[src/rtl/window_minmax_tracker_pkg.sv]
// Shared types and constants for the windowed min/max tracker.
// The index width is derived from the window length by idx_width().
package window_minmax_tracker_pkg;

  typedef enum logic {
    ST_ACCUM  = 1'b0,
    ST_REPORT = 1'b1
  } state_e;

  localparam int unsigned DefaultWidth  = 8;
  localparam int unsigned DefaultWindow = 16;

  // Keep at least one bit so degenerate parameterisations still elaborate.
  function automatic int unsigned idx_width(input int unsigned window);
    return (window < 2) ? 1 : $clog2(window);
  endfunction

endpackage

[src/rtl/window_minmax_tracker_cmp_unit.sv]
// Unsigned magnitude comparator: one-hot gt/eq/lt of a_i relative to b_i.
// Purely combinational; the tracker uses one instance per reference register.
module window_minmax_tracker_cmp_unit
  import window_minmax_tracker_pkg::*;
#(
  parameter int unsigned WIDTH = DefaultWidth
) (
  input  logic [WIDTH-1:0] a_i,
  input  logic [WIDTH-1:0] b_i,
  output logic             gt_o,
  output logic             eq_o,
  output logic             lt_o
);

  always_comb begin
    gt_o = 1'b0;
    eq_o = 1'b0;
    lt_o = 1'b0;
    if (a_i > b_i) begin
      gt_o = 1'b1;
    end else if (a_i == b_i) begin
      eq_o = 1'b1;
    end else begin
      lt_o = 1'b1;
    end
  end

endmodule

[src/rtl/window_minmax_tracker.sv]
// Streaming window min/max tracker: accumulates WINDOW samples, then holds the
// max/min, their first-occurrence indices and an all-equal flag until consumed.
module window_minmax_tracker
  import window_minmax_tracker_pkg::*;
#(
  parameter int unsigned WIDTH  = DefaultWidth,
  parameter int unsigned WINDOW = DefaultWindow,
  // Derived from WINDOW; not meant to be overridden.
  parameter int unsigned IDX_W  = idx_width(WINDOW)
) (
  input  logic             clk,
  input  logic             rst_n,
  input  logic             clear_i,
  input  logic             in_valid_i,
  output logic             in_ready_o,
  input  logic [WIDTH-1:0] in_data_i,
  output logic             out_valid_o,
  input  logic             out_ready_i,
  output logic [WIDTH-1:0] out_max_o,
  output logic [WIDTH-1:0] out_min_o,
  output logic [IDX_W-1:0] out_max_idx_o,
  output logic [IDX_W-1:0] out_min_idx_o,
  output logic             out_eq_all_o
);

  localparam logic [IDX_W-1:0] LastCnt = IDX_W'(WINDOW - 1);

  state_e           state_q, state_d;
  logic [IDX_W-1:0] count_q, count_d;

  logic [WIDTH-1:0] max_q, max_d;
  logic [WIDTH-1:0] min_q, min_d;
  logic [IDX_W-1:0] max_idx_q, max_idx_d;
  logic [IDX_W-1:0] min_idx_q, min_idx_d;
  logic             eq_q, eq_d;

  logic [WIDTH-1:0] res_max_q;
  logic [WIDTH-1:0] res_min_q;
  logic [IDX_W-1:0] res_max_idx_q;
  logic [IDX_W-1:0] res_min_idx_q;
  logic             res_eq_q;

  logic acc_load;
  logic res_load;

  logic gt_max, eq_max, lt_max;
  logic gt_min, eq_min, lt_min;
  logic unused_cmp;

  window_minmax_tracker_cmp_unit #(
    .WIDTH (WIDTH)
  ) u_cmp_max (
    .a_i  (in_data_i),
    .b_i  (max_q),
    .gt_o (gt_max),
    .eq_o (eq_max),
    .lt_o (lt_max)
  );

  window_minmax_tracker_cmp_unit #(
    .WIDTH (WIDTH)
  ) u_cmp_min (
    .a_i  (in_data_i),
    .b_i  (min_q),
    .gt_o (gt_min),
    .eq_o (eq_min),
    .lt_o (lt_min)
  );

  assign unused_cmp = ^{lt_max, gt_min};

  // Candidate accumulator values if the current sample is accepted.
  always_comb begin
    max_d     = max_q;
    min_d     = min_q;
    max_idx_d = max_idx_q;
    min_idx_d = min_idx_q;
    eq_d      = eq_q;
    if (count_q == '0) begin
      max_d     = in_data_i;
      min_d     = in_data_i;
      max_idx_d = '0;
      min_idx_d = '0;
      eq_d      = 1'b1;
    end else begin
      if (gt_max) begin
        max_d     = in_data_i;
        max_idx_d = count_q;
      end
      if (lt_min) begin
        min_d     = in_data_i;
        min_idx_d = count_q;
      end
      // While eq_q holds, max == min, so requiring both equalities changes nothing.
      eq_d = eq_q & eq_max & eq_min;
    end
  end

  // Handshake and window sequencing; clear overrides every transfer.
  always_comb begin
    state_d  = state_q;
    count_d  = count_q;
    acc_load = 1'b0;
    res_load = 1'b0;
    if (clear_i) begin
      state_d = ST_ACCUM;
      count_d = '0;
    end else begin
      unique case (state_q)
        ST_ACCUM: begin
          if (in_valid_i) begin
            acc_load = 1'b1;
            if (count_q == LastCnt) begin
              count_d  = '0;
              state_d  = ST_REPORT;
              res_load = 1'b1;
            end else begin
              count_d = count_q + IDX_W'(1);
            end
          end
        end
        ST_REPORT: begin
          if (out_ready_i) begin
            state_d = ST_ACCUM;
          end
        end
        default: begin
          state_d = ST_ACCUM;
          count_d = '0;
        end
      endcase
    end
  end

  always_ff @(posedge clk or negedge rst_n) begin
    if (!rst_n) begin
      state_q <= ST_ACCUM;
      count_q <= '0;
    end else begin
      state_q <= state_d;
      count_q <= count_d;
    end
  end

  always_ff @(posedge clk or negedge rst_n) begin
    if (!rst_n) begin
      max_q     <= '0;
      min_q     <= '0;
      max_idx_q <= '0;
      min_idx_q <= '0;
      eq_q      <= 1'b0;
    end else if (acc_load) begin
      max_q     <= max_d;
      min_q     <= min_d;
      max_idx_q <= max_idx_d;
      min_idx_q <= min_idx_d;
      eq_q      <= eq_d;
    end
  end

  // Result registers capture the window including its final sample.
  always_ff @(posedge clk or negedge rst_n) begin
    if (!rst_n) begin
      res_max_q     <= '0;
      res_min_q     <= '0;
      res_max_idx_q <= '0;
      res_min_idx_q <= '0;
      res_eq_q      <= 1'b0;
    end else if (res_load) begin
      res_max_q     <= max_d;
      res_min_q     <= min_d;
      res_max_idx_q <= max_idx_d;
      res_min_idx_q <= min_idx_d;
      res_eq_q      <= eq_d;
    end
  end

  assign in_ready_o    = (state_q == ST_ACCUM);
  assign out_valid_o   = (state_q == ST_REPORT);
  assign out_max_o     = res_max_q;
  assign out_min_o     = res_min_q;
  assign out_max_idx_o = res_max_idx_q;
  assign out_min_idx_o = res_min_idx_q;
  assign out_eq_all_o  = res_eq_q;

endmodule

[config.mk]
export PLATFORM = sky130hd
export DESIGN_NAME = window_minmax_tracker
export DESIGN_NICKNAME = d
export VERILOG_FILES = /design/src/rtl/window_minmax_tracker_pkg.sv /design/src/rtl/window_minmax_tracker_cmp_unit.sv /design/src/rtl/window_minmax_tracker.sv
export SDC_FILE = /design/constraint.sdc
export NUM_CORES = 1
export LEC_CHECK = 0
export CORE_ASPECT_RATIO = 1.5
export CORE_UTILIZATION = 45
export CTS_CLUSTER_DIAMETER = 60
export DETAILED_ROUTE_END_ITERATION = 16
export HOLD_SLACK_MARGIN = 0.03
export MAX_ROUTING_LAYER = met4
export PLACE_DENSITY = 0.67
export SLEW_MARGIN = 40
export SYNTH_ARGS = -nofsm -noshare
export SYNTH_HDL_FRONTEND = slang
export SYNTH_SLANG_ARGS = --single-unit
[constraint.sdc]
create_clock -name clk -period 4.62 [get_ports clk]
set_input_delay 0.924 -clock clk [delete_from_list [all_inputs] [get_ports clk]]
set_output_delay 0.924 -clock clk [all_outputs]
set_load 0.005 [all_outputs]
==> results.rst <==
.. list-table::
   :header-rows: 1

   * - Metric
     - Value
   * - Top flip-flop cell by instance count after synthesis
     - dfrtp_1
   * - Max-slew violations
     - 0
   * - Leakage power
     - 1.54 nW
   * - Clock sink count
     - 55
   * - First-pass GRT wire length
     - around 12000 um
   * - Most Used Layer, Global Route
     - met2
   * - Unrepaired setup endpoints after global routing
     - no
   * - Number of hold violations in the final report
     - 0
   * - Area share of the largest cell type after synthesis
     - 46.5%
   * - Number of buffers inserted for hold repair after clock tree synthesis
     - 0
   * - Maximum VDD drop
     - 0.000153 V
   * - Transition time at the pin with the least slew margin
     - 784 ps
   * - Max H-tree Level
     - 2
   * - Vias
     - 2359
   * - Count of buffers added by post-CTS timing repair for setup
     - 0
   * - Number of antenna-violating nets in the routed design
     - 0
   * - Power density normalized to cell area
     - 347 mW/mm^2
   * - Outcome
     - finished clean
   * - Max-cap viol count
     - 0
   * - Final hold slack
     - 487 ps
   * - Top post-synthesis cells by count
     - dfrtp_1 (55), nand2_1 (30), a21oi_1 (22), nor2_1 (22), inv_1 (19)
   * - Violation count after the first detailed-route iteration
     - 71
   * - Num rows
     - 35
   * - 1st-pass router iterations
     - 4
   * - Cell area after technology mapping
     - between 0.002 and 0.003 sq mm
   * - Number of CTS-inserted buffers
     - 5
   * - Post-synthesis area per instance
     - between 10 and 15 sq um
   * - Top cells by area in the synthesized netlist
     - dfrtp_1 (46%), ha_1 (7.6%), o211ai_1 (4.3%)
   * - Share of layout cells above drive strength 1
     - around 12%
   * - Kind of start point of the critical path
     - input port
   * - Number of top-level pins
     - 40
   * - Number of buffers inserted by port buffering
     - 39
   * - Via count of the first global-routing pass
     - ~2500
   * - EDFF count, synth
     - 0
   * - Crit path arrival time
     - about 3600 ps
   * - Met1 track utilization from global routing
     - 26.9%
   * - Clock root cell
     - clkbuf_8
   * - Via density per instance
     - 5.84
   * - Flip-flop and latch count after synthesis
     - between 50 and 60
   * - Async set or reset register ratio after synthesis
     - 100%
   * - Wirelength per Cell
     - between 15 and 20 um
   * - Post-cts repair resize count
     - 0
   * - Cell with the most instances after synthesis
     - dfrtp_1
   * - Warnings, synthesis
     - 0
   * - Post-synthesis instance total
     - just under 300
   * - Die ar.
     - about 0.007 sq mm
   * - Worst setup skew after layout
     - ~8.4 ps
   * - Sum of net half-perimeters after detailed placement
     - 4850 um
   * - Data required time of the worst path
     - slightly below 5000 ps
   * - Proportion of synthesized chip area in sequential cells
     - ~46%
   * - Total nets after synthesis
     - between 300 and 400
   * - Effective utilization at floorplan
     - between 40 and 50%
   * - Capturing element type of the critical path
     - register
   * - Max Root-Sink Buffers
     - 2
   * - Type of the most critical hold path
     - register to register
   * - Horizontal die dimension
     - between 60 and 70 um
   * - Global router's overall resource usage
     - a little under a quarter
   * - GRT Residual Overflow
     - 0
   * - Total negative slack for setup checks
     - 0 ps
   * - Area added between synthesis and finish
     - 19.2%
   * - Total non-filler cell area in the finished layout
     - around 0.0035 sq mm
   * - Met2 usage in global routing
     - about 39%
   * - # setup viols final
     - 0
   * - M3 GR Usage
     - under 10%
   * - Period utilization
     - between 70% and 80%
   * - Die extent in y
     - 101 um
   * - Post-place instance area
     - about 0.0034 sq mm
   * - Yosys top cell by area
     - dfrtp_1
   * - Maximum fanout encountered on the critical timing path
     - 12
   * - Crit Path Class
     - input port to register
   * - Antenna diode instance count
     - 0
   * - Clock tree from TritonCTS
     - built
   * - Pin count of the biggest net entering global routing
     - 56
   * - Synth cell types
     - 43
   * - Final WL
     - 6760 um
   * - Weighted congestion reported at the end of routability-driven placement
     - approximately 0.8
   * - Insertion delay to the later sink of the worst-skew pair
     - a little over 300 ps
   * - # DRC
     - 0
   * - Core ar.
     - roughly 0.0063 sq mm
   * - Count of nets after finishing
     - 360
   * - FMAX
     - around 0.3 GHz
   * - Relative max-transition margin
     - between 40% and 50%
   * - Initial antenna violation count
     - 0
   * - Post-layout min period
     - between 3000 and 4000 ps
   * - CTS clock-pin slew for the worst setup and hold paths
     - roughly 100 ps
metal layers:
metal / vias up / share of wire (%) / wire length (um)
met5: - / 0 / 0
met3: 8 / 2.3 / 154
met1: 1173 / 43 / 2900
met4: 0 / 1.4 / 95
li1: 1134 / - / -
met2: 44 / 53 / 3610
through the flow:
step | setup slack (ps) | power (mW) | instances | utilization, %
2_1_floorplan | 1990 | 0.778 | 295 | -
3_3_place_gp | 974 | 0.858 | 396 | 54.3
3_5_place_dp | 950 | 0.865 | 396 | 54.3
4_1_cts | 1270 | 1.24 | 404 | 56.4
5_1_grt | 1110 | 1.30 | 404 | 56.4
6_report | 1280 | 1.23 | 404 | 56.4
cell families after synthesis:
| kind of cell | synth area share (%) |
|---|---|
| mux | 6.84 |
| fa+ha+maj | 7.60 |
| flops | 46.5 |
| xor+xnor | 0.296 |
| compound gates | 20.4 |
| buf+inv | 5.36 |
| simple gates | 13.0 |
final cells by class:
cell class | instances | area, sq um
timing repair buffer | 45 | 430
multi-input combinational | 203 | 1430
tap | 74 | 92.6
clock buffer | 6 | 72.6
fill | 583 | 2730
sequential | 55 | 1380
clock inverter | 2 | 60.1
inverter | 19 | 71.3
cell usage in the layout, fill, tap and decap left out, types with 2 or more instances in the layout:
master           count
dfrtp_1             55
clkdlybuf4s50_1     38
nand2_1             30
a21oi_1             22
nor2_1              22
inv_1               19
ha_1                18
o211ai_1            17
o21ai_0             14
nand3_1             12
a31oi_1             10
mux2_2              10
mux2_4               6
buf_4                6
nand4_1              5
clkbuf_8             5
nor3_1               4
o2bb2ai_1            4
nor2b_1              3
o21a_1               2
a32o_1               2
bufinv_16            2
sequential cells by signal, indices dropped and copies added, names as in the netlist, 8 cells and up:
| name | flops |
|---|---|
| min_q | 8 |
| out_max_o | 8 |
| out_min_o | 8 |
| max_q | 8 |
worst paths after layout:
path | from | endpoint | slack [ps] | cells after the start
setup / recovery | in_data_i[0] | min_q[5] | 1280 | 8
hold reg to reg | out_eq_all_o | out_eq_all_o | 490 | 2
hold / removal | out_eq_all_o | out_eq_all_o | 490 | 2
min in group asynchronous | rst_n | out_min_o[4] | 720 | 2
max in group asynchronous | rst_n | max_idx_q[2] | 3440 | 2
setup reg to reg | min_q[0] | min_q[1] | 2090 | 6
critical path: stages:
cell	delay (ps)
clkdlybuf4s50_1	510
inv_1	100
ha_1	320
nand2b_4	150
a2111oi_4	400
o31a_1	460
o21ai_2	310
mux2_4	370
report_power, final:
part | internal [mW] | switching (mW)
clock | 0.217 | 0.156
combinational | 0.122 | 0.177
sequential | 0.522 | 0.0336
No activity file was read; power rests on OpenSTA's default activity.
